--- src/rtl/divider.sv ---
// Sequential restoring divider for DIV: LO = quotient, HI = remainder, one quotient bit per cycle.
// Optional unsigned mode (DivUnsigned port) when DIVIDER_DIVU_EN is defined.
module divider #(
  parameter int WIDTH = 32
) (
  input  logic             clk,
  input  logic             DivReset_n,
  input  logic             DivCtrl,
`ifdef DIVIDER_DIVU_EN
  input  logic             DivUnsigned,
`endif
  input  logic [WIDTH-1:0] dividendo,
  input  logic [WIDTH-1:0] divisor,
  output logic [WIDTH-1:0] HI,
  output logic [WIDTH-1:0] LO,
  output logic             DivOUT,
  output logic             DivZero,
  output logic             DivBusy
);

  localparam int CW = $clog2(WIDTH) + 1;

  typedef enum logic [1:0] {S_IDLE, S_CALC, S_FIX, S_DONE} state_t;

  state_t           state_q;
  logic [CW-1:0]    count_q;
  logic [WIDTH-1:0] rem_q;
  logic [WIDTH-1:0] quo_q;
  logic [WIDTH-1:0] dsr_q;
  logic             qsign_q;
  logic             rsign_q;

  logic             signed_op;
  logic             a_neg;
  logic             b_neg;
  logic [WIDTH-1:0] a_mag;
  logic [WIDTH-1:0] b_mag;
  logic [WIDTH:0]   shift_d;
  logic [WIDTH:0]   trial_d;
  logic [WIDTH-1:0] rem_d;
  logic             qbit_d;
  logic [WIDTH-1:0] quo_fix_d;
  logic [WIDTH-1:0] rem_fix_d;

  always_comb begin
`ifdef DIVIDER_DIVU_EN
    signed_op = ~DivUnsigned;
`else
    signed_op = 1'b1;
`endif
    a_neg = signed_op & dividendo[WIDTH-1];
    b_neg = signed_op & divisor[WIDTH-1];
    a_mag = a_neg ? (~dividendo + 1'b1) : dividendo;
    b_mag = b_neg ? (~divisor + 1'b1) : divisor;
  end

  // |trial| < 2^WIDTH always, so WIDTH+1 signed bits hold it even for unsigned operands.
  always_comb begin
    shift_d   = {rem_q, quo_q[WIDTH-1]};
    trial_d   = shift_d - {1'b0, dsr_q};
    qbit_d    = ~trial_d[WIDTH];
    rem_d     = qbit_d ? trial_d[WIDTH-1:0] : shift_d[WIDTH-1:0];
    quo_fix_d = qsign_q ? (~quo_q + 1'b1) : quo_q;
    rem_fix_d = rsign_q ? (~rem_q + 1'b1) : rem_q;
  end

  always_ff @(posedge clk) begin
    if (!DivReset_n) begin
      state_q <= S_IDLE;
      count_q <= '0;
      rem_q   <= '0;
      quo_q   <= '0;
      dsr_q   <= '0;
      qsign_q <= 1'b0;
      rsign_q <= 1'b0;
      HI      <= '0;
      LO      <= '0;
      DivOUT  <= 1'b0;
      DivZero <= 1'b0;
      DivBusy <= 1'b0;
    end else begin
      case (state_q)
        S_IDLE: begin
          if (DivCtrl) begin
            count_q <= '0;
            rem_q   <= '0;
            quo_q   <= a_mag;
            dsr_q   <= b_mag;
            qsign_q <= a_neg ^ b_neg;
            rsign_q <= a_neg;
            if (divisor == '0) begin
              HI      <= dividendo;
              LO      <= '1;
              DivZero <= 1'b1;
              DivOUT  <= 1'b1;
              state_q <= S_DONE;
            end else begin
              DivBusy <= 1'b1;
              state_q <= S_CALC;
            end
          end
        end
        S_CALC: begin
          rem_q   <= rem_d;
          quo_q   <= {quo_q[WIDTH-2:0], qbit_d};
          count_q <= count_q + 1'b1;
          if (count_q == CW'(WIDTH - 1)) state_q <= S_FIX;
        end
        S_FIX: begin
          HI      <= rem_fix_d;
          LO      <= quo_fix_d;
          DivOUT  <= 1'b1;
          DivZero <= 1'b0;
          DivBusy <= 1'b0;
          state_q <= S_DONE;
        end
        S_DONE: begin
          if (!DivCtrl) begin
            DivOUT  <= 1'b0;
            DivZero <= 1'b0;
            state_q <= S_IDLE;
          end
        end
        default: state_q <= S_IDLE;
      endcase
    end
  end

endmodule

--- config.mk ---
export PLATFORM = sky130hd
export DESIGN_NAME = divider
export DESIGN_NICKNAME = d
export VERILOG_FILES = /design/src/rtl/divider.sv
export SDC_FILE = /design/constraint.sdc
export NUM_CORES = 1
export LEC_CHECK = 0
export CAP_MARGIN = 20
export CORE_ASPECT_RATIO = 1.5
export CORE_MARGIN = 5
export CORE_UTILIZATION = 59
export DETAILED_ROUTE_END_ITERATION = 10
export GPL_TIMING_DRIVEN = 1
export PLACE_DENSITY = 0.93
export SYNTH_ARGS = -nofsm -noshare
export SYNTH_HDL_FRONTEND = slang
export SYNTH_SLANG_ARGS = --single-unit
--- constraint.sdc ---
create_clock -name clk -period 6.9 [get_ports clk]
set_input_delay 1.38 -clock clk [delete_from_list [all_inputs] [get_ports clk]]
set_output_delay 1.38 -clock clk [all_outputs]
set_load 0.1 [all_outputs]
== Word-level counts from Yosys, hierarchy flattened ==
Index checks and enable logic that the tools add are counted.
Word-level totals
  bits in read-only memories: 0
  bits in writable memories: 0
  register bits after elaboration: 173
  memories kept: 0
  latch bits: 0
  input bits: 67
  word-level logic and storage cells: 74
  output and inout bits: 67
Operators by class
  multipliers: 0
  divide/modulo/power cells: 0
  reductions and logical operators: 11
  $add $sub $neg: 6
  magnitude comparators: 0
  mux-type cells: 30
  equality and inequality tests: 9
  bitwise gates (word level): 6
  shift-type cells: 0
Operators with widths (count)
  $mux 32: 11
  $pmux 32 s2: 4
  $add 32x1->32 const B: 4
  $not 32->32: 4
  $sub 33x32->33: 1
  $logic_not 32->1: 1
  $pmux 6 s2: 1
  $ne 2x2->1 const B: 5
  $reduce_and 3->1: 3
  $mux 2: 4
  $pmux 2 s4: 1
  $add 6x1->6 const B: 1
  $eq 6x5->1 const B: 1
  $mux 6: 1
  $pmux 1 s3: 2
  $mux 1: 5
  $eq 2x2->1 const B: 2
  $reduce_and 2->1: 2
  $reduce_and 4->1: 1
  $reduce_bool 2->1: 2
  $reduce_bool 3->1: 1
  $eq 2x1->1 const B: 1
  $logic_not 2->1: 1
  $pmux 1 s2: 1
  other kinds (2): 2

== Logic depth before layout (Yosys ltp) ==
  word-level depth: 5
  mapped depth: 14
  depth with buffers taken out: 13

== Least setup slack after synthesis ==
Ideal clock, no wire load.
  path type: input port to flip-flop
  start point: input divisor[13]
  end point: register HI[13]
  required time: 6833 ps
  path slack: 2744 ps
  stages: 12
  data arrival time: 4089 ps
  library setup time: 67 ps
  buffers on the path: 2
  cell sequence: or4_1 or3_1 or4_1 or2_1 nor4_4 nand2_1 o21a_1 clkbuf_1 buf_2 a211oi_1 a21oi_1 nor2_1
On the way
  cells in the longest elaborated chain, start to end: 3
Ends and longest elaborated chain
  start: declaration: line 13  | input logic [WIDTH-1:0] divisor,
  $logic_not 32->1: line 91  | if (divisor == '0) begin
  $ne 2x2->1 (no line)
  $reduce_and 3->1 (no line)
  end signal: assignment: line 92  | HI <= dividendo;
  end signal: assignment: line 110  | HI <= rem_fix_d;
  end: declaration: line 14  | output logic [WIDTH-1:0] HI,
Every way passes these cells.
A chain may end at the register's enable or synchronous reset.

== Worst setup path after layout ==
  start point: input divisor[13]
  end point: register HI[15]
Same word-level chain as after synthesis.

==> results.cfg <==
[outcome]
outcome = complete, no violations

[clocking]
clk_latency_ns = 0.43
cts.htree.levels = 4
cts_hold_buf = 0
clk_pin_slew_ns = 0.07
numCtsBuffers = 17
cts.sinks = 173
cts_tree = built
post_cts_resized = 0
cts_setup_buffers = 0
clockBufferDepth = 2
root_buffer = clkbuf_16

[cells_and_area]
instances_no_fill = 1773
nNetsFinal = 1615
drive_above_1_share_pct = 4.94
fin_area_sq_mm = 0.0130
syn2layout_area_growth_pct = 19.1

[global_routing]
antenna_found_initial = 3
grt_pass1_vias = 10004
grt_max_degree = 92
grt_pass1_wl_mm = 46.7
track_usage_pct = 26.5
grt-ovfl-total = 0

[drt]
dr.pass1.iters = 8
antenna_left = 0
vias_per_cell = 5.98
drcViolationCount = 0
drt_iter0_drc = 809
drt_wl_total_mm = 29.1
wl_per_cell_um = 16.4
dr_total_vias = 10601

[power_and_ir_drop]
leakagePower_uw = 0.00493
vdd_drop_max_mv = 0.198
power.density_mw_per_mm2 = 381

[setup_path]
startpoint = divisor[13]
regToRegStartpoint = rem_q[14]
arrival_ns = 5.26
endpoint_kind = flop
worst-setup-path-type = primary input to flop
cp-start-kind = primary input
critPathRequiredTime_ns = 7.26
crit_fanout = 62

[place]
place_hpwl_mm = 20.8
dpl_cell_area_sq_mm = 0.0124
port_buffers = 133
dp_cells = 1735
place_congestion = 0.962

[synth]
syn-cell-area_sq_mm = 0.0109
syn_inst = 1423
synth_seq_area_share_pct = 31.7
syn_nets = 1533
ys_ff_latch = 173
ys_types = 59
avgSynthCellArea_sq_um = 7.67
ys_top_cells_by_area = dfxtp_1 32%, xor2_1 9.9%, o21ai_0 7.3%
synthFlopType = dfxtp_1
yosys_warnings = 0
yosysTopAreaCell = dfxtp_1
synthArstFlopShare_pct = 0
synth_top_area_share_pct = 31.7
synth-edff-count = 0

[floorplan]
die_height_um = 177
dieArea_sq_mm = 0.0214
io_pins = 134
rows = 61
start_util_pct = 59.3
core_sq_mm = 0.0184
die_w_um = 121

[run]
drv_cap = 0

[sta]
finalHoldViolCount = 0
rsz0062_at_grt = no
max_slew.worst_pin.slew_ns = 1.07
setup_violations = 0
maxClockFrequency_mhz = 204
hold_ws_ns = 0.469
period_needed_ns = 4.90
fin_skew_ns = 0.00879
slew_headroom_pct = 28.6
report.final.slew_viol_count = 0
setup_tns_ns = 0
fin_crit_sh_pct = 71.0

[min_path]
min_from = DivZero
hp-class = flop to flop
==> cells in the final DEF, fill, tap and decap left out, types with 10 or more instances in the layout <==
cell / n
clkdlybuf4s50_1: 133
dfxtp_1: 173
or4_1: 17
nand3_1: 16
xor2_1: 122
nor2_1: 123
buf_4: 10
o31ai_1: 35
o21ai_0: 159
o41ai_1: 17
xnor2_1: 31
or3_1: 14
a211oi_1: 66
mux2i_1: 24
nor2b_1: 11
clkbuf_16: 17
a21oi_1: 142
inv_1: 53
nand2_1: 168
nor3b_1: 12
ha_1: 40
==> flip-flops by register name, summed over array words and instances, names as in the netlist <==
name	cells
qsign_q	1
HI	32
LO	32
DivZero	1
DivBusy	1
rem_q	32
quo_q	32
DivOUT	1
state_q	2
rsign_q	1
count_q	6
dsr_q	32
==> cell usage after synthesis, drive strengths merged, types with 5 or more instances <==
library cell / instances
mux2i: 24
or2: 9
or4: 19
nor2: 124
ha: 42
o21bai: 7
nor3: 8
clkbuf: 72
a211oi: 66
xnor2: 31
o41ai: 17
o21ai: 162
a21oi: 143
a21o: 8
or3: 19
nand2: 168
inv: 54
nor4: 9
a31oi: 6
dfxtp: 173
nor3b: 12
nor2b: 11
o211ai: 5
nand3: 16
nand4: 7
nand2b: 8
xor2: 123
o31ai: 37
buf: 12
==> critical path, cell delays in order <==
cell             delay (ns)
clkdlybuf4s50_1        0.49
or4_1                  0.58
or3_1                  0.41
or4_1                  0.43
or2_1                  0.28
nor4_4                 0.41
nand2_1                0.17
o21a_2                 0.47
a211oi_1               0.41
a21oi_1                0.09
nor2_1                 0.12
==> kinds of logic (layout without fill, tap and decap cells) <==
| logic type | Yosys count | count (layout) | synth area share [%] |
|---|---|---|---|
| AOI/OAI and AO/OA | 472 | 472 | 26.0 |
| xor gates and xnor gates | 154 | 154 | 12.4 |
| adders and majority gates | 43 | 43 | 5.00 |
| buffers and inverters | 138 | 233 | 4.84 |
| DFF | 173 | 173 | 31.7 |
| muxes | 24 | 24 | 2.20 |
| other | 0 | 3 | 0 |
| and+or+nand+nor | 419 | 419 | 17.9 |
==> metal layers <==
layer  global-route usage (%)  vias up  share of wire [%]
met4                     15.1        0                5.2
met5                        0        -                  0
li1                         -     5208                  -
met2                     48.2      412                 51
met1                     29.2     4880                 38
met3                     3.24      101                5.6
==> power by group <==
group          switching, uW  internal (uW)
clock                    442            487
sequential               220           1220
combinational           1750            830
==> final cells by class <==
| type | instances | area (sq um) |
|---|---|---|
| clock inverters | 14 | 128 |
| multi-input cells | 1112 | 6960 |
| inverters | 54 | 203 |
| diodes | 3 | 7.51 |
| repair buffers | 147 | 1480 |
| fillers | 1385 | 5400 |
| clock buffers | 18 | 439 |
| flip-flops and latches | 173 | 3460 |
| well taps | 252 | 315 |
==> per-stage QoR <==
step / power, uW / util [%] / setup slack, ns
6_report: 4960 / 70.7 / 2.00
5_1_grt: 5260 / 70.7 / 1.84
4_1_cts: 4920 / 70.3 / 2.05
3_5_place_dp: 3980 / 67.2 / 1.63
3_3_place_gp: 3890 / 67.1 / 1.86
2_1_floorplan: 3400 / - / 2.74
==> path summary, 6_finish.rpt <==
path	end	slack (ns)	depth (start not counted)
hold / removal	DivZero	0.47	2
setup / recovery	HI[15]	2.00	11
hold reg to reg	DivZero	0.47	2
setup reg to reg	rem_q[10]	2.65	11
Power figures use the tool's default switching activity.
